<file path="src/rtl/vc_output_ctrl_if.sv">
// Bundle between the per-port arbiter, the output link and the even/odd VC output stage.
interface vc_output_ctrl_if #(
  parameter int unsigned DATA_W = 64,
  parameter int unsigned N_IN   = 5,
  parameter int unsigned DEPTH  = 2
);
  localparam int unsigned CNT_W = $clog2(DEPTH) + 1;

  logic                     polarity;
  logic [N_IN-1:0]          grant;
  logic [N_IN*DATA_W-1:0]   data_in;
  logic                     receive_output;
  logic [DATA_W-1:0]        data_out;
  logic                     send_output;
  logic                     in_ready;
  logic [N_IN-1:0]          clear;
  logic                     grant_err;
  logic [CNT_W-1:0]         cnt_even;
  logic [CNT_W-1:0]         cnt_odd;

  // Arbiter/link side: drives grants, flits, phase and downstream ready.
  modport master (
    output polarity, grant, data_in, receive_output,
    input  data_out, send_output, in_ready, clear, grant_err, cnt_even, cnt_odd
  );

  // Output controller side.
  modport slave (
    input  polarity, grant, data_in, receive_output,
    output data_out, send_output, in_ready, clear, grant_err, cnt_even, cnt_odd
  );
endinterface

</file>
<file path="src/rtl/vc_output_ctrl.sv">
// Router output-port controller: one-hot grant selects an input flit, which is pushed into the
// write-phase VC FIFO (index = polarity) while the read-phase VC FIFO (index = ~polarity) drains
// downstream under a ready handshake. Reports per-VC occupancy and malformed grants.
module vc_output_ctrl #(
  parameter int unsigned DATA_W = 64,
  parameter int unsigned N_IN   = 5,
  parameter int unsigned DEPTH  = 2
) (
  input logic              clk,
  input logic              reset,
  vc_output_ctrl_if.slave  bus
);

  localparam int unsigned CNT_W = $clog2(DEPTH) + 1;
  localparam int unsigned PTR_W = (DEPTH > 1) ? $clog2(DEPTH) : 1;

  logic [DATA_W-1:0] mem_q [2][DEPTH];
  logic [PTR_W-1:0]  wr_ptr_q [2];
  logic [PTR_W-1:0]  wr_ptr_d [2];
  logic [PTR_W-1:0]  rd_ptr_q [2];
  logic [PTR_W-1:0]  rd_ptr_d [2];
  logic [CNT_W-1:0]  cnt_q [2];
  logic [CNT_W-1:0]  cnt_d [2];
  logic              grant_err_q;
  logic              grant_err_d;

  logic              wr_vc;
  logic              rd_vc;
  logic              grant_zero;
  logic              grant_onehot;
  logic              wr_full;
  logic              rd_empty;
  logic              push;
  logic              pop;
  logic [DATA_W-1:0] sel_flit;

  function automatic logic [PTR_W-1:0] ptr_inc(input logic [PTR_W-1:0] p);
    return (p == PTR_W'(DEPTH - 1)) ? '0 : p + PTR_W'(1);
  endfunction

  // Decode grant and FIFO status; reset suppresses any push/pop in its cycle.
  always_comb begin
    wr_vc        = bus.polarity;
    rd_vc        = ~bus.polarity;
    grant_zero   = (bus.grant == '0);
    grant_onehot = !grant_zero && ((bus.grant & (bus.grant - N_IN'(1))) == '0);
    wr_full      = (cnt_q[wr_vc] == CNT_W'(DEPTH));
    rd_empty     = (cnt_q[rd_vc] == '0);
    push         = grant_onehot && !wr_full && !reset;
    pop          = bus.receive_output && !rd_empty && !reset;
  end

  // AND-OR mux of the granted channel; only meaningful when the grant is one-hot.
  always_comb begin
    sel_flit = '0;
    for (int i = 0; i < N_IN; i++) begin
      if (bus.grant[i]) sel_flit |= bus.data_in[i*DATA_W +: DATA_W];
    end
  end

  // Next-state for pointers, counts and the grant error flag.
  always_comb begin
    wr_ptr_d    = wr_ptr_q;
    rd_ptr_d    = rd_ptr_q;
    cnt_d       = cnt_q;
    grant_err_d = !grant_zero && !grant_onehot;
    // wr_vc != rd_vc, so a count is never incremented and decremented together.
    if (push) begin
      wr_ptr_d[wr_vc] = ptr_inc(wr_ptr_q[wr_vc]);
      cnt_d[wr_vc]    = cnt_q[wr_vc] + CNT_W'(1);
    end
    if (pop) begin
      rd_ptr_d[rd_vc] = ptr_inc(rd_ptr_q[rd_vc]);
      cnt_d[rd_vc]    = cnt_q[rd_vc] - CNT_W'(1);
    end
  end

  // Control state with synchronous reset.
  always_ff @(posedge clk) begin
    if (reset) begin
      for (int v = 0; v < 2; v++) begin
        wr_ptr_q[v] <= '0;
        rd_ptr_q[v] <= '0;
        cnt_q[v]    <= '0;
      end
      grant_err_q <= 1'b0;
    end else begin
      wr_ptr_q    <= wr_ptr_d;
      rd_ptr_q    <= rd_ptr_d;
      cnt_q       <= cnt_d;
      grant_err_q <= grant_err_d;
    end
  end

  // Flit storage; no reset needed since occupancy gates every read.
  always_ff @(posedge clk) begin
    if (push) mem_q[wr_vc][wr_ptr_q[wr_vc]] <= sel_flit;
  end

  // Handshake outputs and status.
  always_comb begin
    bus.clear       = push ? bus.grant : '0;
    bus.send_output = pop;
    bus.data_out    = pop ? mem_q[rd_vc][rd_ptr_q[rd_vc]] : '0;
    bus.in_ready    = (cnt_q[wr_vc] < CNT_W'(DEPTH));
    bus.grant_err   = grant_err_q;
    bus.cnt_even    = cnt_q[0];
    bus.cnt_odd     = cnt_q[1];
  end

endmodule

</file>
<file path="src/flat_wrapper.sv">
// flat-port wrapper written by rule: the top's interface ports become plain ports
module vc_output_ctrl_flat 
#(
  parameter int unsigned DATA_W = 64,
  parameter int unsigned N_IN   = 5,
  parameter int unsigned DEPTH  = 2
)
  (clk, reset, bus_polarity, bus_grant, bus_data_in, bus_receive_output, bus_data_out, bus_send_output, bus_in_ready, bus_clear, bus_grant_err, bus_cnt_even, bus_cnt_odd);
  vc_output_ctrl_if #(.DATA_W(DATA_W), .N_IN(N_IN), .DEPTH(DEPTH)) bus_i ();
  input logic clk;
  input logic reset;
  input wire logic [$bits(bus_i.polarity)-1:0] bus_polarity;
  input wire logic [$bits(bus_i.grant)-1:0] bus_grant;
  input wire logic [$bits(bus_i.data_in)-1:0] bus_data_in;
  input wire logic [$bits(bus_i.receive_output)-1:0] bus_receive_output;
  output wire logic [$bits(bus_i.data_out)-1:0] bus_data_out;
  output wire logic [$bits(bus_i.send_output)-1:0] bus_send_output;
  output wire logic [$bits(bus_i.in_ready)-1:0] bus_in_ready;
  output wire logic [$bits(bus_i.clear)-1:0] bus_clear;
  output wire logic [$bits(bus_i.grant_err)-1:0] bus_grant_err;
  output wire logic [$bits(bus_i.cnt_even)-1:0] bus_cnt_even;
  output wire logic [$bits(bus_i.cnt_odd)-1:0] bus_cnt_odd;
  assign bus_i.polarity = bus_polarity;
  assign bus_i.grant = bus_grant;
  assign bus_i.data_in = bus_data_in;
  assign bus_i.receive_output = bus_receive_output;
  assign bus_data_out = bus_i.data_out;
  assign bus_send_output = bus_i.send_output;
  assign bus_in_ready = bus_i.in_ready;
  assign bus_clear = bus_i.clear;
  assign bus_grant_err = bus_i.grant_err;
  assign bus_cnt_even = bus_i.cnt_even;
  assign bus_cnt_odd = bus_i.cnt_odd;
  vc_output_ctrl #(.DATA_W(DATA_W), .N_IN(N_IN), .DEPTH(DEPTH)) u_core (.clk(clk), .reset(reset), .bus(bus_i));
endmodule
</file>
<file path="config.mk">
export PLATFORM = sky130hd
export DESIGN_NAME = vc_output_ctrl_flat
export DESIGN_NICKNAME = d
export VERILOG_FILES = /design/src/rtl/vc_output_ctrl_if.sv /design/src/rtl/vc_output_ctrl.sv /design/src/flat_wrapper.sv
export SDC_FILE = /design/constraint.sdc
export NUM_CORES = 1
export LEC_CHECK = 0
export BUFFER_PORTS_ARGS = -buffer_cell sky130_fd_sc_hd__buf_2
export CAP_MARGIN = 5
export CORE_AREA = 5 5 169 171
export DETAILED_ROUTE_END_ITERATION = 10
export DIE_AREA = 0 0 174 176
export PLACE_DENSITY = 0.76
export RECOVER_POWER = 50
export SETUP_SLACK_MARGIN = 0.4
export SLEW_MARGIN = 20
export SYNTH_ARGS = -nofsm -noshare
export SYNTH_HDL_FRONTEND = slang
export SYNTH_SLANG_ARGS = --single-unit
export TNS_END_PERCENT = 1
</file>
<file path="constraint.sdc">
create_clock -name clk -period 5 [get_ports clk]
set_input_delay 0.25 -clock clk [delete_from_list [all_inputs] [get_ports clk]]
set_output_delay 0.25 -clock clk [all_outputs]
set_load 0.02 [all_outputs]
</file>
==> flow_metrics.tcl, run 1 <==
set metrics [dict create \
    die_w_um 174 \
    p_sw_mw 1.13 \
    area_growth_pct 24.6 \
    power_frac_seq_pct 52.2 \
    viasPerCell 5.78 \
    cts_root_buffer "clkbuf_16" \
    violations "max-capacitance violations, max-slew violations" \
    crit_path_start_kind "input port" \
    fill_cells 2193 \
    drc 0 \
    cts_made_buffers 27 \
    switching_share_pct 23.4 \
    clock_path_buffers 3 \
    peakVddDrop_v 0.000198 \
    core_um2 26700 \
    synthArstFlopShare_pct 0 \
    h-tree-depth 1 \
    wl_per_cell_um 20.9 \
    grt_pass1_wl_um 50200 \
    clkLatencyLatePin_ns 0.52 \
    path_clk_slew_ns 0.06 \
    synth_edf_count 256 \
    comb_power_share_pct 10.8 \
    syn_avg_cell_area_um2 13.9 \
    port_buffers 404 \
    crit_arrival_ns 3.55 \
    nets 1567 \
    p_leak_nw 5.61 \
    finClkSkew_ns 0.00810 \
    grt.total_usage_pct 20.3 \
    power_density_nw_per_um2 320 \
    pre_cts_ws_ns 1.38 \
    synth_cell_types 41 \
    syn_area_um2 12100 \
    worst_slack_ns 1.20 \
    path_max_fanout 68 \
    period_share_pct 76.0 \
    routabilityCongestion 0.832 \
    hold_path.class "input port to flop" \
    synthFlopType "edfxtp_1" \
    grt_pass1_vias 9321 \
    crit_path_end_kind "output pin" \
    io_pins 405 \
    tightest_slew_ns 3.42 \
    num_rows 60 \
    fin_tns_setup_ns 0 \
    final_cell_area_um2 15100 \
    pwr-share-clk_pct 37.0 \
    dp_hpwl_um 21800 \
    dpl_cell_area_um2 14300 \
    setup_viol 0 \
    ant_nets 0 \
    first_iter_violations 782 \
    syn-num-nets 1203 \
    die_area_um2 30600 \
    multi_input_area_um2 3860 \
    antenna_found_initial 0 \
    cts_tree "done" \
    slew_violations 134 \
    worstSetupPathType "input port to output pin" \
    fmax_mhz 263 \
    yosys.area.top_type "edfxtp_1" \
    cts.sinks 265 \
    synth_common_cells "edfxtp_1 (256), a211oi_1 (129), mux2i_1 (71), nor2b_1 (69), nand2_1 (68)" \
    synth.top_cell.area_share_pct 63.5 \
    hold_violations 0 \
    ys_seq_area_share_pct 65.0 \
    diodes 0 \
    finalWirelength_um 33300 \
    cap_viol_max_count 2 \
    synthCells 872 \
    worstPathRequired_ns 4.75 \
    drtPass1Iterations 7 \
    power.total_mw 4.82 \
    drive_above_1_share_pct 35.7 \
    seqCellArea_um2 7880 \
    outcome "complete, but fails checks" \
    rsz0062_at_grt "no" \
    fin_crit_ns 3.80 \
    cts-resized-gates 0 \
    p_int_mw 3.69 \
    die_h_um 176 \
    vias 9219 \
    grt_max_degree 76 \
    synthTopCellsByArea "edfxtp_1 (64%), a211oi_1 (8.0%), mux2i_1 (5.9%)" \
    ys_warn_count 0 \
    yosysMostFrequentCell "edfxtp_1" \
    slew_headroom_pct -128 \
    overflow 0 \
    synth-seq-cells 265 \
    postCtsSetupRepairBufs 0 \
    cts_hold_buf 0 \
    initial_utilization_pct 45.3 \
]
-- logic make-up (layout without fill, tap and decap cells) --
kind of cell             Yosys count  count (layout)  synth area share [%]
AO/OA/AOI/OAI                    272             272                  18.2
AND/OR/NAND/NOR                  169             169                  7.19
buffers and inverters             88             471                  3.06
XOR/XNOR                           3               3                 0.217
multiplexers                      73              73                  6.06
flip-flops                       265             265                  65.0
adder cells (fa/ha/maj)            2               2                 0.207
-- flip-flops by register name (all words and copies together) (netlist names) --
signal	count
u_core.bus.cnt_even	2
u_core.bus.cnt_odd	2
u_core.bus.grant_err	1
u_core.mem_q	256
u_core.rd_ptr_q	2
u_core.wr_ptr_q	2
-- critical path, stage by stage --
cell and delay [ns]:
clkbuf_1 0.15, clkbuf_1 2.41, and3_1 0.45, clkbuf_1 0.28
-- cell usage in the layout, fill, tap and decap left out, types with 2 or more instances in the layout --
cell type / netlist / final
buf_2: 22 / 391
edfxtp_1: 256 / 256
a211oi_1: 129 / 129
mux2i_1: 71 / 71
nor2b_1: 69 / 69
nand2_1: 68 / 68
a222oi_1: 64 / 64
a22oi_1: 64 / 64
clkbuf_16: 0 / 27
clkbuf_1: 43 / 18
buf_4: 1 / 14
clkinv_1: 0 / 10
nor2_1: 11 / 8
dfxtp_1: 9 / 7
inv_1: 5 / 5
o21ai_0: 2 / 4
nor3_1: 4 / 4
and3_1: 4 / 3
nor2_4: 0 / 3
a21oi_1: 3 / 3
o21bai_1: 3 / 3
nand3_1: 2 / 2
mux2_1: 2 / 2
xor2_1: 2 / 2
nand2b_1: 3 / 2
o211ai_1: 2 / 2
ha_1: 2 / 2
clkinv_2: 0 / 2
clkinvlp_4: 0 / 2
dfxtp_4: 0 / 2
-- path summary, 6_finish.rpt --
check,startpoint,cells past startpoint,end,slack (ns)
worst min register to register,u_core.wr_ptr_q[1],1,u_core.wr_ptr_q[1],0.51
worst max register to register,u_core.bus.cnt_even[1],7,u_core.mem_q[0][74],2.10
worst min-delay path,bus_grant[1],3,u_core.bus.grant_err,0.06
worst max-delay path,bus_grant[4],4,bus_clear[4],1.20
-- power by group through the flow --
stage | sequential [mW] | clock, mW | combinational (mW)
after CTS | 2.52 | 1.83 | 0.529
after detailed placement | 2.56 | 0 | 0.527
after global routing | 2.52 | 1.91 | 0.568
after global placement | 2.56 | 0 | 0.511
final | 2.51 | 1.78 | 0.521
after floorplan | 2.55 | 0 | 0.301
-- per-layer routing --
metal	routed length (um)	vias up	global-route usage, %
met1	12700	4446	24.7
met5	0	-	0
met3	2450	57	3.70
li1	-	4311	-
met4	817	0	5.91
met2	17400	405	37.1
-- metrics by stage --
step / std cells / util, % / hold WS (ns)
detailed placement: 1548 / 53.7 / 0.510
global route: 1596 / 56.4 / 0.0626
floorplan: 872 / - / 0.434
CTS: 1596 / 56.6 / 0.0215
finish: 1596 / 56.4 / 0.0552
global placement: 1548 / 53.7 / 0.496
-- cell type report --
type	count	share of cell area [%]
sequential	265	52.2
clock inverter	16	0.581
inverter	5	0.124
clock buffer	32	4.61
tap	341	2.83
timing repair buffer	418	14.0
multi-input combinational	519	25.6
Note: power is estimated with default switching activity, not from simulation.
==> run 2: changes to the inputs <==
==> constraint.sdc (replaced) <==
create_clock -name clk -period 3.4 [get_ports clk]
set_input_delay 0.17 -clock clk [delete_from_list [all_inputs] [get_ports clk]]
set_output_delay 0.17 -clock clk [all_outputs]
set_load 0.02 [all_outputs]
==> run 2 against run 1 <==
Compared with the run above:
- the flow still finishes with violations (max-capacitance violations, max-slew violations)
- total power grew 50%
- routed wire length increased by 0.67%
- clock power is 55% higher
- combinational power increased by 52%
- clock-buffer cell count is 1 lower
- setup slack got worse by 0.67 ns
- via count rose by 1.2%
- critical endpoint is now bus_data_out[13]
- highest routed layer unchanged
==> flow_metrics.tcl, run 2 (synthesis results as in run 1) <==
set metrics [dict create \
    outcome "complete, but fails checks" \
    violations "max-capacitance violations, max-slew violations" \
    vias 9333 \
    fin_cells 1609 \
    antenna_found_initial 4 \
    die_w_um 174 \
    wl_per_cell_um 20.9 \
    ant_nets 0 \
    first_iter_violations 869 \
    period_share_pct 84.2 \
    drive_above_1_share_pct 36.5 \
    dpl_cell_area_um2 14400 \
    overflow 0 \
    postCtsSetupRepairBufs 0 \
    crit_path_start_kind "flop" \
    layout_common_cells "buf_2 (393), edfxtp_1 (256), a211oi_1 (127)" \
    io_pins 405 \
    hold_violations 0 \
    placed_cells 1552 \
    grt_pass1_wl_um 51200 \
    worstPathRequired_ns 3.23 \
    fin_crit_ns 2.86 \
    die_h_um 176 \
    cts_made_buffers 27 \
    p_leak_nw 5.70 \
    cts_tree "done" \
    timing.hold.ws_ns 0.0222 \
    setup_viol 0 \
    tightest_slew_ns 1.58 \
    largest_register_ff_count 256 \
    clkLatencyLatePin_ns 0.52 \
    crit_slowest_cell "dfxtp_1" \
    fin_tns_setup_ns 0 \
    path_clk_slew_ns 0.06 \
    fin_util_pct 57.2 \
    area_growth_pct 26.4 \
    crit_chain "mux2i_1 -> ha_1 -> and2b_1 -> nand2b_2 -> buf_4 -> a211oi_1 -> buf_2" \
    viasPerCell 5.80 \
    nets 1578 \
    slew_violations 92 \
    hold_path.class "input port to flop" \
    finalWirelength_um 33600 \
    grt_pass1_vias 9588 \
    core_um2 26700 \
    cts.sinks 265 \
    h-tree-depth 1 \
    dp_hpwl_um 21800 \
    rsz0062_at_grt "yes" \
    peakVddDrop_v 0.000321 \
    cap_viol_max_count 2 \
    routabilityCongestion 0.909 \
    power_density_nw_per_um2 473 \
    drc 0 \
    power.total_mw 7.23 \
    grt.total_usage_pct 20.8 \
    grt_max_degree 76 \
    finClkSkew_ns 0.0106 \
    pre_cts_ws_ns 1.02 \
    cts_root_buffer "clkbuf_16" \
    num_rows 60 \
    path_max_fanout 64 \
    fmax_mhz 349 \
    layout_commonest_cell "buf_2" \
    max_stage_delay_ns 0.45 \
    slew_headroom_pct -5.55 \
    port_buffers 404 \
    fill_cells 2243 \
    final_cell_area_um2 15300 \
    worst_slack_ns 0.536 \
    clock_path_buffers 3 \
    drtPass1Iterations 8 \
    worstSetupPathType "flop to output pin" \
    die_area_um2 30600 \
    crit_arrival_ns 2.69 \
    crit_path_end_kind "output pin" \
    initial_utilization_pct 45.3 \
]
run 2: where the power goes:
part | switching, mW | internal (mW) | leakage (nW)
clock | 1.16 | 1.60 | 0.401
sequential | 0.0283 | 3.65 | 2.36
combinational | 0.460 | 0.330 | 2.94
total | 1.65 | 5.59 | 5.70
run 2: layout make-up:
cell class	count	area (um2)	share of cell area, %
antenna	4	10.0	0.0655
clock buffer	31	691	4.52
timing repair buffer	429	2250	14.7
multi-input combinational	519	3890	25.4
tap	341	427	2.79
inverter	5	18.8	0.123
sequential	265	7880	51.5
clock inverter	15	133	0.868
run 2: worst paths after layout:
kind	from	slack, ns	cells past startpoint	end
min reg2reg	u_core.wr_ptr_q[0]	0.53	1	u_core.wr_ptr_q[0]
min	bus_data_in[229]	0.02	3	u_core.mem_q[1][37]
max reg2reg	u_core.bus.cnt_even[1]	0.56	7	u_core.mem_q[0][121]
max	u_core.bus.cnt_even[1]	0.54	7	bus_data_out[13]
run 2: critical path: cells and delay by family, from the launching register on:
| family | cells | cell delay (ns) |
|---|---|---|
| adder cells (fa/ha/maj) | 1 | 0.20 |
| buffers and inverters | 2 | 0.61 |
| AO/OA/AOI/OAI | 1 | 0.36 |
| flip-flops | 1 | 0.45 |
| multiplexers | 1 | 0.13 |
| AND/OR/NAND/NOR | 2 | 0.41 |
run 2: repair_timing:
item | 4_1_cts | 5_1_grt
gates resized for setup | 0 | 2
setup endpoints to repair | 0 | 26
hold endpoints to repair | 14 | 0
hold buffers | 7 | 0
run 2: layer usage:
| metal | track usage, % | vias up | wire, um |
|---|---|---|---|
| li1 | - | 4340 | - |
| met1 | 24.9 | 4525 | 12900 |
| met2 | 37.4 | 407 | 17100 |
| met3 | 4.37 | 61 | 2450 |
| met4 | 6.93 | 0 | 1050 |
| met5 | 0 | - | 0 |
